==> config.mk <==
export PLATFORM = sky130hd
export DESIGN_NAME = cache_line_fill
export DESIGN_NICKNAME = d
export VERILOG_FILES = /design/src/rtl/cache_pkg.sv /design/src/rtl/line_assembler.sv /design/src/rtl/cache_line_fill.sv
export SDC_FILE = /design/constraint.sdc
export NUM_CORES = 1
export LEC_CHECK = 0
export BUFFER_PORTS_ARGS = -buffer_cell sky130_fd_sc_hd__buf_2
export CORE_UTILIZATION = 60
export DETAILED_ROUTE_END_ITERATION = 10
export PLACE_DENSITY = 0.85
export SYNTH_ARGS = -nofsm -noshare
export SYNTH_HDL_FRONTEND = slang
export SYNTH_HIERARCHICAL = 1
export SYNTH_SLANG_ARGS = --single-unit
export TNS_END_PERCENT = 100
==> constraint.sdc <==
create_clock -name clk -period 4.55 [get_ports clk]
set_clock_uncertainty 0.15 [all_clocks]
set_input_delay 0.91 -clock clk [delete_from_list [all_inputs] [get_ports clk]]
set_output_delay 0.91 -clock clk [all_outputs]
set_load 0.1 [all_outputs]
==> src/rtl/cache_pkg.sv <==
// Shared types and constants for the cache miss-side line-fill engine.
package cache_pkg;

  localparam int ADDR_W         = 15;
  localparam int DATA_W         = 32;
  localparam int IDX_W          = 10;
  localparam int TAG_W          = 3;
  localparam int WORDS_PER_LINE = 4;

  typedef enum logic [1:0] {
    ST_IDLE  = 2'd0,
    ST_ISSUE = 2'd1,
    ST_WAIT  = 2'd2,
    ST_DONE  = 2'd3
  } fill_state_e;

  typedef logic [DATA_W-1:0] word_t;

  // Packed so that element 0 lands in bits [31:0] of the flattened line.
  typedef word_t [WORDS_PER_LINE-1:0] line_t;

  function automatic logic [ADDR_W-1:0] word_addr(input logic [ADDR_W-1:0] base,
                                                  input logic [1:0]        slot);
    return base + {{(ADDR_W-2){1'b0}}, slot};
  endfunction

  function automatic logic [15:0] sat_inc16(input logic [15:0] v);
    logic [15:0] r;
    if (v == 16'hFFFF) begin
      r = v;
    end else begin
      r = v + 16'd1;
    end
    return r;
  endfunction

endpackage

==> src/rtl/line_assembler.sv <==
// Four-slot word register file used to gather a cache line one word at a time.
// merged_o shows the contents with the current cycle's write already applied.
module line_assembler
  import cache_pkg::*;
(
  input  logic       clk_i,
  input  logic       rst_n_i,
  input  logic       clear_i,
  input  logic       wr_en_i,
  input  logic [1:0] wr_slot_i,
  input  word_t      wr_data_i,
  output line_t      merged_o
);

  line_t line_q;
  line_t line_d;

  always_comb begin
    line_d = line_q;
    if (clear_i) begin
      line_d = '0;
    end else if (wr_en_i) begin
      line_d[wr_slot_i] = wr_data_i;
    end else begin
      line_d = line_q;
    end
  end

  always_ff @(posedge clk_i) begin
    if (!rst_n_i) begin
      line_q <= '0;
    end else begin
      line_q <= line_d;
    end
  end

  assign merged_o = line_d;

endmodule

==> src/rtl/cache_line_fill.sv <==
// Miss-side line-fill engine: fetches a 4-word aligned block over a single-port
// memory interface. Optional critical-word-first order: CACHE_LINE_FILL_CRIT_FIRST_EN.
module cache_line_fill
  import cache_pkg::*;
(
  input  logic                             clk,
  input  logic                             rst_n,
  input  logic                             req_valid,
  input  logic [ADDR_W-1:0]                req_addr,
  output logic                             req_ready,
  output logic                             mem_rd,
  output logic [ADDR_W-1:0]                mem_addr,
  input  logic                             mem_rvalid,
  input  logic [DATA_W-1:0]                mem_rdata,
  output logic                             line_valid,
  output logic [WORDS_PER_LINE*DATA_W-1:0] line_data,
  output logic [IDX_W-1:0]                 line_index,
  output logic [TAG_W-1:0]                 line_tag,
  output logic [15:0]                      fill_count
`ifdef CACHE_LINE_FILL_CRIT_FIRST_EN
  ,
  output logic                             crit_valid,
  output logic [DATA_W-1:0]                crit_data
`endif
);

  fill_state_e       state_q, state_d;
  logic [1:0]        wcnt_q, wcnt_d;
  logic [1:0]        off_q, off_d;
  logic [ADDR_W-1:0] base_q, base_d;
  logic [IDX_W-1:0]  idx_q, idx_d;
  logic [TAG_W-1:0]  tag_q, tag_d;
  logic              req_ready_q, req_ready_d;
  logic              mem_rd_q, mem_rd_d;
  logic [ADDR_W-1:0] mem_addr_q, mem_addr_d;
  logic              line_valid_q, line_valid_d;
  line_t             line_data_q, line_data_d;
  logic [IDX_W-1:0]  line_index_q, line_index_d;
  logic [TAG_W-1:0]  line_tag_q, line_tag_d;
  logic [15:0]       fill_count_q, fill_count_d;

  logic              asm_clr_s;
  logic              asm_we_s;
  line_t             asm_line_s;
  logic [1:0]        slot_s;
  logic [1:0]        nxt_slot_s;
  logic [1:0]        req_off_s;
  logic [ADDR_W-1:0] req_base_s;

  // Slot is the physical word position; off_q rotates the fetch order.
  assign slot_s     = wcnt_q + off_q;
  assign nxt_slot_s = slot_s + 2'd1;
  assign req_base_s = req_addr & {{(ADDR_W-2){1'b1}}, 2'b00};

`ifdef CACHE_LINE_FILL_CRIT_FIRST_EN
  assign req_off_s  = req_addr[1:0];
  assign crit_valid = (state_q == ST_WAIT) && mem_rvalid && (wcnt_q == 2'd0);
  assign crit_data  = mem_rdata;
`else
  assign req_off_s  = 2'd0;
`endif

  line_assembler u_asm (
    .clk_i     (clk),
    .rst_n_i   (rst_n),
    .clear_i   (asm_clr_s),
    .wr_en_i   (asm_we_s),
    .wr_slot_i (slot_s),
    .wr_data_i (mem_rdata),
    .merged_o  (asm_line_s)
  );

  always_comb begin
    state_d      = state_q;
    wcnt_d       = wcnt_q;
    off_d        = off_q;
    base_d       = base_q;
    idx_d        = idx_q;
    tag_d        = tag_q;
    req_ready_d  = 1'b0;
    mem_rd_d     = 1'b0;
    mem_addr_d   = mem_addr_q;
    line_valid_d = 1'b0;
    line_data_d  = line_data_q;
    line_index_d = line_index_q;
    line_tag_d   = line_tag_q;
    fill_count_d = fill_count_q;
    asm_clr_s    = 1'b0;
    asm_we_s     = 1'b0;

    case (state_q)
      ST_IDLE: begin
        if (req_valid && req_ready_q) begin
          base_d     = req_base_s;
          idx_d      = req_addr[11:2];
          tag_d      = req_addr[14:12];
          wcnt_d     = 2'd0;
          off_d      = req_off_s;
          asm_clr_s  = 1'b1;
          mem_rd_d   = 1'b1;
          mem_addr_d = word_addr(req_base_s, req_off_s);
          state_d    = ST_ISSUE;
        end else begin
          req_ready_d = 1'b1;
        end
      end
      ST_ISSUE: begin
        state_d = ST_WAIT;
      end
      ST_WAIT: begin
        if (mem_rvalid) begin
          asm_we_s = 1'b1;
          if (wcnt_q == 2'd3) begin
            // The last word is merged in here so the line is complete in DONE.
            line_valid_d = 1'b1;
            line_data_d  = asm_line_s;
            line_index_d = idx_q;
            line_tag_d   = tag_q;
            fill_count_d = sat_inc16(fill_count_q);
            state_d      = ST_DONE;
          end else begin
            wcnt_d     = wcnt_q + 2'd1;
            mem_rd_d   = 1'b1;
            mem_addr_d = word_addr(base_q, nxt_slot_s);
            state_d    = ST_ISSUE;
          end
        end else begin
          state_d = ST_WAIT;
        end
      end
      ST_DONE: begin
        req_ready_d = 1'b1;
        state_d     = ST_IDLE;
      end
      default: begin
        state_d = ST_IDLE;
      end
    endcase
  end

  always_ff @(posedge clk) begin
    if (!rst_n) begin
      state_q      <= ST_IDLE;
      wcnt_q       <= 2'd0;
      off_q        <= 2'd0;
      base_q       <= '0;
      idx_q        <= '0;
      tag_q        <= '0;
      req_ready_q  <= 1'b0;
      mem_rd_q     <= 1'b0;
      mem_addr_q   <= '0;
      line_valid_q <= 1'b0;
      line_data_q  <= '0;
      line_index_q <= '0;
      line_tag_q   <= '0;
      fill_count_q <= 16'd0;
    end else begin
      state_q      <= state_d;
      wcnt_q       <= wcnt_d;
      off_q        <= off_d;
      base_q       <= base_d;
      idx_q        <= idx_d;
      tag_q        <= tag_d;
      req_ready_q  <= req_ready_d;
      mem_rd_q     <= mem_rd_d;
      mem_addr_q   <= mem_addr_d;
      line_valid_q <= line_valid_d;
      line_data_q  <= line_data_d;
      line_index_q <= line_index_d;
      line_tag_q   <= line_tag_d;
      fill_count_q <= fill_count_d;
    end
  end

  assign req_ready  = req_ready_q;
  assign mem_rd     = mem_rd_q;
  assign mem_addr   = mem_addr_q;
  assign line_valid = line_valid_q;
  assign line_data  = line_data_q;
  assign line_index = line_index_q;
  assign line_tag   = line_tag_q;
  assign fill_count = fill_count_q;

endmodule

# == Word-level counts from Yosys, hierarchy flattened ==
# Cells that the tools add are included.
# totals
regBits,333
input_bits,51
output_inout_bits,175
elab_cells,70
# classes
add_sub_neg,3
order_cmp,2
eq_ne,8
n_mux,27
n_bitwise,1
reduce_logical,9
# op_table
op,count
$mux 128,2
$bwmux 128,1
$demux 32 s2,1
$mux 15,3
$mux 32,1
$pmux 15 s2,1
$add 16x1->16 const B,1
$eq 16x16->1 const B,1
$add 15x2->15,1
$mux 2,6
$mux 1,8
$pmux 2 s4,1
$reduce_and 4->1,2
$eq 2x2->1 const B,3
$ne 2x2->1 const B,3
$reduce_and 3->1,2
$pmux 1 s2,2
$pmux 2 s2,1
$lt 2x3->1 const B,1
$add 2x1->2 const B,1
$eq 2x1->1 const B,1
$ge 2x1->1 const B,1
$logic_and 1x1->1,2
$logic_not 2->1,1
3 further kinds,3

# == Longest topological paths before layout ==
# Gate-level depths: netlist (run 1).
# logic_depth
depth_word,7
mapped_depth,11
mapped_depth_nobuf,8

# == Modules after synthesis ==
# Netlist (run 1), hierarchy kept.
# modules_own_cells
module,instances,cells_per_inst,area_each_um2
line_assembler,1,793,7753.7
cache_line_fill,1,856,6993.0

# == Worst setup path after synthesis (run 1) ==
# OpenSTA, ideal clock, no wires.
# synth_timing
path_type,register to register
from,"reg req_ready_q, in the netlist req_ready"
to,reg line_data_q (netlist bit line_data[116])
arrival_ps,2638
slack_ps,1630
stages_incl_launch_ff,10
synth_period_minus_slack_ps,2920
cell_sequence,dfxtp_1 > nand3_1 > inv_1 > buf_1 > clkbuf_1 > clkbuf_1 > nand2b_1 > mux2i_1 > nand2_1 > a21oi_1
# synth_lines
element,line_no,rtl
start: declaration,cache_line_fill.sv:33,"logic req_ready_q, req_ready_d;"
start signal: assignment,cache_line_fill.sv:164,req_ready_q <= req_ready_d;
end signal: assignment,cache_line_fill.sv:168,line_data_q <= line_data_d;
end: declaration,cache_line_fill.sv:37,"line_t line_data_q, line_data_d;"

==> results of run 1 <==
## registers in the layout, indices dropped and copies added (netlist names)
signal,flops
wcnt_q,1
state_q,2
line_data,128
fill_count,16
mem_addr,14
line_index,10
tag_q,2
u_asm/line_q,128
base_q,2
line_valid,1
line_tag,3
req_ready,1
mem_rd,1
idx_q,9
## power groups by stage
stage | Sequential, mW | Clock (mW) | Combinational, mW
2_1_floorplan | 3.48 | 0 | 0.909
3_3_place_gp | 3.00 | 0 | 1.58
3_5_place_dp | 3.01 | 0 | 1.62
4_1_cts | 2.95 | 2.92 | 1.64
5_1_grt | 2.97 | 3.04 | 1.74
6_report | 2.95 | 2.90 | 1.65
## synth_stat cells, types with 2 or more instances
master | number | share of area
nand3_1 | 10 | 0.0034
or3_1 | 6 | 0.0025
nand3b_1 | 162 | 0.082
buf_6 | 7 | 0.0053
dfxtp_1 | 318 | 0.43
mux2i_1 | 270 | 0.18
inv_1 | 9 | 0.0023
buf_2 | 48 | 0.016
clkbuf_1 | 76 | 0.019
a211oi_1 | 12 | 0.0061
ha_1 | 5 | 0.0042
buf_4 | 4 | 0.0020
nor3_1 | 3 | 0.0010
or4_1 | 4 | 0.0020
o21ai_0 | 7 | 0.0024
a211oi_2 | 2 | 0.0017
nor2_1 | 18 | 0.0046
o31ai_1 | 5 | 0.0025
nand4_1 | 4 | 0.0017
nand2b_1 | 162 | 0.069
and3_1 | 3 | 0.0013
a21oi_1 | 168 | 0.057
nand2_1 | 314 | 0.080
buf_1 | 6 | 0.0015
and4_1 | 2 | 0.0012
and3b_1 | 2 | 0.0012
## critical path: stages (launching register included)
cell,delay [ns]
dfxtp_1,0.40
ha_1,0.18
and2_1,0.27
nand3b_1,0.77
buf_4,0.49
mux2i_1,0.23
nand2_1,0.09
a21oi_1,0.13
## cell families after synthesis
group | count (synthesis)
AO/OA/AOI/OAI | 204
XOR/XNOR | 1
buffers and inverters | 150
AND/OR/NAND/NOR | 700
flip-flops | 318
adder cells (fa/ha/maj) | 5
multiplexers | 271
## through the flow
stage               setup WS, ns    util  power (mW)  hold WS, ns
floorplan                  1.630       -       4.391       0.2948
CTS                        1.752  0.7056       7.507       0.3014
finish                     1.757  0.7057       7.502       0.2995
global route               1.476  0.7057       7.741       0.3181
detailed placement         1.281  0.6564       4.628       0.2932
global placement           1.289  0.6564       4.586       0.2898
## final cells by class
type                            count  area [sq um]
Clock inverter                      8         96.34
Antenna cell                        1         2.502
Clock buffer                       52          1092
Tap cell                          324         405.4
Multi-Input combinational cell   1181          7716
Fill cell                        1780          7116
Inverter                            9         43.79
Timing Repair Buffer              244          1339
Sequential cell                   318          6366
## placed cells by master, fill, tap and decap left out, types with 8 or more instances in the layout
| cell type | netlist | routed |
|---|---|---|
| dfxtp_1 | 318 | 318 |
| nand2_1 | 314 | 314 |
| mux2i_1 | 270 | 270 |
| buf_2 | 48 | 222 |
| a21oi_1 | 168 | 168 |
| nand2b_1 | 162 | 162 |
| nand3b_1 | 162 | 162 |
| clkbuf_16 | 0 | 37 |
| nor2_1 | 18 | 18 |
| buf_4 | 4 | 17 |
| a211oi_1 | 12 | 12 |
| clkbuf_8 | 0 | 11 |
| nand3_1 | 10 | 8 |
## final timing paths
path	end	startpoint	depth (start not counted)	slack, ns
setup reg to reg	line_data[70]	state_q[1]	7	1.76
hold / removal	line_data[95]	line_data[95]	2	0.30
setup / recovery	line_data[70]	state_q[1]	7	1.76
hold reg to reg	line_data[95]	line_data[95]	2	0.30
## per-layer routing
| layer | track usage | vias to the layer above | routed length [microns] |
|---|---|---|---|
| li1 | - | 5892 | - |
| met1 | 0.3672 | 5925 | 16280 |
| met2 | 0.4727 | 395 | 17450 |
| met3 | 0.03866 | 80 | 1798 |
| met4 | 0.1011 | 0 | 1035 |
| met5 | 0 | - | 0 |
==> metrics.csv, run 1 <==
metric,value,unit
status,"complete, no violations",
GRT Total Usage,0.2811,
relative slew slack,0.2063,
later-pin clock latency in the skew report,0.51,ns
layout cells sized above 1,0.1755,
Setup CP Type,reg -> reg,
combinational power share,0.220,
worst-margin pin slew,1.190,ns
Avg Inst Size Synth,8.943,sq um
Layout area overhead,15.70,%
compound-cell area share of the yosys netlist,0.07577,
Initial Util,0.6099,
part of the cycle the worst path needs,0.6138,
Syn Inst Count,1649,
TritonRoute pass-1 iters,6,
RSZ-0062 raised after global routing,false,
part of the power in registers,0.394,
post-CTS sizing,0,
pin count of the biggest net entering global routing,159,
CTS tree,yes,
peak supply drop,0.0005172,V
Netlist cell types,48,
Mapped Area,14750,sq um
Die X,158.8,microns
I/O Pins,226,
placed cell areas,15870,sq um
synth warn,6,
"non-filler cells, final",2137,
post-synthesis sequential area ratio,0.4317,
IO buf count,223,
DR vias,12292,
Post-Route WL,36.57,mm
clock root cell,clkbuf_16,
Static Leak,7.537,nW
Die Span Y,158.8,microns
CTS sink count,318,
Post-synth EDFFs,0,
sw frac,0.3087,
syn nets,1705,
Worst Path Arrival,3.07,ns
Hold Crit Class,reg -> reg,
DRC,0,
grt total ovfl,0,
initial antenna violation count,1,
final setup fails,0,
post-CTS setup buffer count,0,
top_reg_cell synth,dfxtp_1,
Synth Register Bits,318,
Async SR Flop Fraction,0,
critical path required time,4.82,ns
detailed-placement wirelength estimate,21.88,mm
"Max FO, Critical Path",14,
final hold violation count,0,
"Reg clk slew, reported paths",0.06,ns
CTS Hold Bufs,0,
Placed Cells,2076,
Die Area,25210,sq um
DR iter-0 viols,1063,
max cap viols,0,
cell internal pwr,5.186,mW
Worst Setup Start Kind,flip-flop,
final-report max-slew violation count,0,
placer congestion estimate,0.7996,
main combinational cell family by area after synthesis,simple AND/OR/NAND/NOR gates,
cts bufs inserted,34,
FMAX,0.3581,GHz
Max Root-Sink Buffers,3,
adder-cell share of the synthesized area,0.004242,
Post-Synth XOR/XNOR Area,0.0005939,
Final nets,1844,
Synth Area in Simple Gates,0.2568,
fin crit period,2.793,ns
DR vias/cell,5.752,
final setup TNS,0,ns
Placement Rows,57,
vias in the first global route,11672,
post-synthesis mux area share,0.1840,
first-pass GRT wire length,58.73,mm
DRT antenna net count,0,
design area,17060,sq um
Clock H-tree levels,2,
Power Dens Cells,439.7,nW/um^2
crit path capture type,flip-flop,
wire per inst,17.11,microns
area of the core,24180,sq um
clock power share,0.387,
Psw,2.316,mW
Power figures use the tool's default switching activity.
==> run 2, diff against run 1 <==
- CORE_UTILIZATION: 60 -> 52
- PLACE_DENSITY: 0.85 -> 0.78
- clock period: 4.55 -> 2.5 ns (I/O delays scaled with it)
==> metrics.csv, run 2 (synthesized netlist as in run 1, its figures left out) <==
metric,value,unit,change
combinational power share,0.224,,+0.004
"Reg clk slew, reported paths",0.06,ns,about the same
worst-margin pin slew,0.6552,ns,-0.5353 ns
Worst Setup Start Kind,flip-flop,,
"setup slack, reg-to-reg",0.20,ns,-1.56 ns
max cap viols,0,,unchanged
Final nets,1866,,+1.2%
DR vias/cell,5.454,,-5.2%
Design Power,13.58,mW,+81%
final-report max-slew violation count,0,,unchanged
placer congestion estimate,0.7768,,-2.9%
RSZ-0062 raised after global routing,false,,
peak supply drop,0.0005247,V,+1.4%
Max Root-Sink Buffers,3,,unchanged
detailed-placement wirelength estimate,23.15,mm,+5.8%
Psw,4.161,mW,+80%
final setup TNS,0,ns,unchanged
I/O Pins,226,,unchanged
status,"complete, no violations",,
FMAX,0.4346,GHz,+21%
Die Span Y,170.4,microns,+7.3%
cell internal pwr,9.421,mW,+82%
later-pin clock latency in the skew report,0.51,ns,about the same
Setup CP Type,reg -> reg,,
critical path required time,2.79,ns,-2.03 ns
routed wl met3,2.187,mm,+22%
grt total ovfl,0,,unchanged
final setup fails,0,,unchanged
Post-Route WL,36.50,mm,-0.18%
M1 wire length,16.56,mm,+1.7%
Die Area,29040,sq um,+15%
part of the cycle the worst path needs,0.9204,,+0.3065
clock power share,0.380,,-0.007
CTS sink count,318,,unchanged
"non-filler cells, final",2216,,+3.7%
first-pass GRT wire length,57.97,mm,-1.3%
Setup WS post-layout,0.1991,ns,-1.558 ns
post-CTS setup buffer count,0,,unchanged
CTS tree,yes,,
Clock H-tree levels,2,,unchanged
TritonRoute pass-1 iters,6,,unchanged
layout cells sized above 1,0.1830,,+0.007510
most frequent cells in the layout,"317 x dfxtp_1, 314 x nand2_1, 270 x mux2i_1, 222 x buf_2, 168 x a21oi_1",,
relative slew slack,0.5632,,+0.3569
DR iter-0 viols,832,,-22%
post-CTS sizing,0,,unchanged
Die X,170.4,microns,+7.3%
met2 wire length,16.96,mm,-2.8%
crit path capture type,flip-flop,,
fin crit period,2.301,ns,-0.4920 ns
Placement Rows,61,,+7.0%
CTS Hold Bufs,0,,unchanged
clock root cell,clkbuf_16,,
Placed Cells,2149,,+3.5%
part of the power in registers,0.396,,+0.002
IO buf count,223,,unchanged
DRC,0,,unchanged
initial antenna violation count,2,,+1
pre-CTS WS,0.1244,ns,-1.157 ns
vias in the first global route,11518,,-1.3%
final hold violation count,0,,unchanged
Top Layer Used,met4,,
Worst Path Arrival,2.59,ns,-0.48 ns
DRT antenna net count,0,,unchanged
Filler cells,2325,,+31%
"commonest non-fill, non-tap cell in the layout",dfxtp_1,,
"Max FO, Critical Path",19,,+5
hold slack,0.09677,ns,-0.2027 ns
Hold Crit Class,in -> reg,,
Layout area overhead,17.89,%,
pin count of the biggest net entering global routing,88,,-45%
Initial Util,0.5294,,-0.08060
DR vias,12085,,-1.7%
cts bufs inserted,36,,+5.9%
wire per inst,16.47,microns,-3.7%
sw frac,0.3064,,-0.002366
Power Dens Cells,781.3,nW/um^2,+78%
area of the core,27860,sq um,+15%
Static Leak,7.669,nW,+1.8%
GRT Total Usage,0.2462,,-0.03484
## run 2: area by class of cell
type	count	area, sq um	area share
diodes	2	5.005	0.0002879
clock buffers	55	1064	0.06118
clock inverters	9	95.09	0.005470
inverters	9	43.79	0.002519
multi-input cells	1182	7724	0.4443
flip-flops and latches	318	6370	0.3664
well taps	378	473.0	0.02721
repair buffers	263	1610	0.09263
## run 2: worst paths after layout
path | start | end | depth (start not counted)
setup / recovery | state_q[1] | fill_count[13] | 6
hold / removal | req_addr[5] | idx_q[3] | 3
setup reg to reg | state_q[1] | fill_count[13] | 6
hold reg to reg | line_data[27] | line_data[27] | 2
## run 2: through the flow
| stage | area [sq um] | utilization |
|---|---|---|
| after floorplan | 14750 | - |
| after global placement | 16210 | 0.5819 |
| after detailed placement | 16210 | 0.5819 |
| after CTS | 17370 | 0.6234 |
| after global routing | 17380 | 0.6240 |
| final | 17380 | 0.6240 |
## run 2: critical path: stages, from the launching register on
cell and delay [ns]:
dfxtp_1 0.40, ha_1 0.20, buf_4 0.31, and3_4 0.39
nand3_2 0.18, or4_1 0.43, a21oi_1 0.16
## run 2: power by group through the flow
stage | logic, mW | registers, mW | clock network [mW]
after floorplan | 1.65 | 6.34 | 0
after global placement | 2.98 | 5.48 | 0
after detailed placement | 3.02 | 5.49 | 0
after CTS | 3.03 | 5.37 | 5.23
after global routing | 3.22 | 5.40 | 5.46
final | 3.04 | 5.38 | 5.16
## run 2: metal layers
layer / GRT usage / up-vias
met5: 0 / -
met4: 0.06855 / 0
met3: 0.04907 / 58
met2: 0.4150 / 305
met1: 0.3186 / 5782
li1: - / 5940
==> run 3, diff against run 2 <==
- REMOVE_ABC_BUFFERS: default -> 1
==> metrics.csv, run 3 (synthesized netlist as in run 1, its figures left out) <==
metric,value,unit,change
clock root cell,clkbuf_16,,
part of the power in registers,0.404,,+0.008
fin crit period,2.353,ns,+0.05211 ns
clock power share,0.366,,-0.014
Worst Setup Start Kind,flip-flop,,
Final nets,1866,,unchanged
DRC,0,,unchanged
most frequent cells in the layout,"318 x dfxtp_1, 314 x nand2_1, 270 x mux2i_1, 222 x buf_2, 168 x a21oi_1",,
DR vias/cell,5.463,,+0.18%
CTS sink count,318,,unchanged
Die Span Y,170.4,microns,unchanged
post-CTS sizing,0,,unchanged
CTS Hold Bufs,0,,unchanged
Layout area overhead,17.34,%,
cell internal pwr,9.229,mW,-2.0%
area of the core,27860,sq um,unchanged
status,"complete, no violations",,
pin count of the biggest net entering global routing,101,,+15%
CTS tree,yes,,
part of the cycle the worst path needs,0.9412,,+0.02084
FMAX,0.4250,GHz,-2.2%
relative slew slack,0.5627,,about the same
Hold Crit Class,in -> reg,,
vias in the first global route,11354,,-1.4%
RSZ-0062 raised after global routing,false,,
detailed-placement wirelength estimate,22.40,mm,-3.2%
hold slack,0.1009,ns,+0.004091 ns
number of antenna diodes,0,,-2
post-CTS setup buffer count,0,,unchanged
Layout Utilization,0.6212,,-0.002875
grt total ovfl,0,,unchanged
I/O Pins,226,,unchanged
Die Area,29040,sq um,unchanged
Worst Path Arrival,2.62,ns,+0.03 ns
Post-Route WL,35.11,mm,-3.8%
max cap viols,0,,unchanged
IO buf count,223,,unchanged
DR vias,12079,,-0.050%
Setup CP Type,reg -> reg,,
final-report max-slew violation count,0,,unchanged
Placement Rows,61,,unchanged
combinational power share,0.230,,+0.006
critical path required time,2.77,ns,-0.02 ns
final setup fails,0,,unchanged
wire per inst,15.88,microns,-3.6%
Die X,170.4,microns,unchanged
TritonRoute pass-1 iters,5,,-1
initial antenna violation count,3,,+1
first-pass GRT wire length,56.61,mm,-2.4%
final hold violation count,0,,unchanged
sw frac,0.3066,,about the same
"Reg clk slew, reported paths",0.06,ns,about the same
DR iter-0 viols,682,,-18%
"commonest non-fill, non-tap cell in the layout",dfxtp_1,,
Critical R2R Launch,state_q[0],,
min-delay src,req_addr[4],,
worst-margin pin slew,0.6560,ns,+0.0007471 ns
Max Root-Sink Buffers,3,,unchanged
later-pin clock latency in the skew report,0.50,ns,about the same
cts bufs inserted,35,,-2.8%
Clock H-tree levels,2,,unchanged
DRT antenna net count,0,,unchanged
Static Leak,7.632,nW,-0.49%
Initial Util,0.5294,,unchanged
Psw,4.080,mW,-1.9%
Power Dens Cells,769.1,nW/um^2,-1.6%
layout cells sized above 1,0.1795,,-0.003519
placer congestion estimate,0.7896,,+1.6%
peak supply drop,0.0005006,V,-4.6%
GRT Total Usage,0.2382,,-0.008046
"Max FO, Critical Path",20,,+1
crit path capture type,flip-flop,,
Worst Setup SP,state_q[0],,
Filler cells,2351,,+1.1%
## run 3: cell count changes in the layout (fill, tap and decap cells not counted), sizes merged
| cell | previous run | this run |
|---|---|---|
| bufinv | 2 | 0 |
| clkbuf | 55 | 58 |
| diode | 2 | 0 |
| buf | 263 | 265 |
| clkinv | 7 | 2 |
| and3 | 5 | 4 |
## run 3: layout make-up
| type | instances | area [sq um] | area share |
|---|---|---|---|
| Tap cell | 378 | 473.0 | 0.02733 |
| Clock buffer | 58 | 1075 | 0.06211 |
| Timing Repair Buffer | 265 | 1613 | 0.09320 |
| Sequential cell | 318 | 6366 | 0.3679 |
| Inverter | 9 | 43.79 | 0.002531 |
| Clock inverter | 2 | 10.01 | 0.0005785 |
| Multi-Input combinational cell | 1181 | 7724 | 0.4463 |
## run 3: power by group through the flow
stage	clock (mW)	combinational, mW	sequential [mW]
2_1_floorplan	0	1.56	6.34
3_3_place_gp	0	3.00	5.47
3_5_place_dp	0	3.05	5.48
4_1_cts	4.97	3.06	5.37
5_1_grt	5.20	3.27	5.39
6_report	4.87	3.06	5.38
## run 3: per-layer routing
| metal | vias to the layer above | global-route usage | share of wire | wire, microns |
|---|---|---|---|---|
| li1 | 5936 | - | - | - |
| met1 | 5749 | 0.3155 | 0.47 | 16330 |
| met2 | 334 | 0.3950 | 0.46 | 16160 |
| met3 | 56 | 0.04233 | 0.056 | 1980 |
| met4 | 4 | 0.06894 | 0.017 | 612 |
| met5 | - | 0 | 0.00068 | 24 |
## run 3: worst paths after layout
kind,depth (start not counted),slack [ns],to
max,8,0.15,line_data[12]
min,3,0.10,idx_q[2]
max reg2reg,8,0.15,line_data[12]
min reg2reg,2,0.30,line_data[64]
## run 3: per-stage QoR
stage | setup WS, ns | TNS (ns) | std cells | instance area [sq um] | total power, mW
after CTS | 0.1633 | 0 | 2211 | 17300 | 13.41
final | 0.1470 | 0 | 2211 | 17300 | 13.31
after detailed placement | 0.1297 | 0 | 2151 | 16220 | 8.532
after global placement | 0.1997 | 0 | 2151 | 16220 | 8.469
after global routing | 0.01155 | 0 | 2211 | 17300 | 13.86
after floorplan | -3.015 | -841.25 | 1508 | 14090 | 7.904
## run 3: critical path: stages, from the launching register on
cell     delay, ns
dfxtp_1       0.38
inv_1         0.09
ha_1          0.21
and2_1        0.27
or3b_4        0.28
buf_4         0.37
mux2i_1       0.25
nand2_1       0.09
a21oi_1       0.16
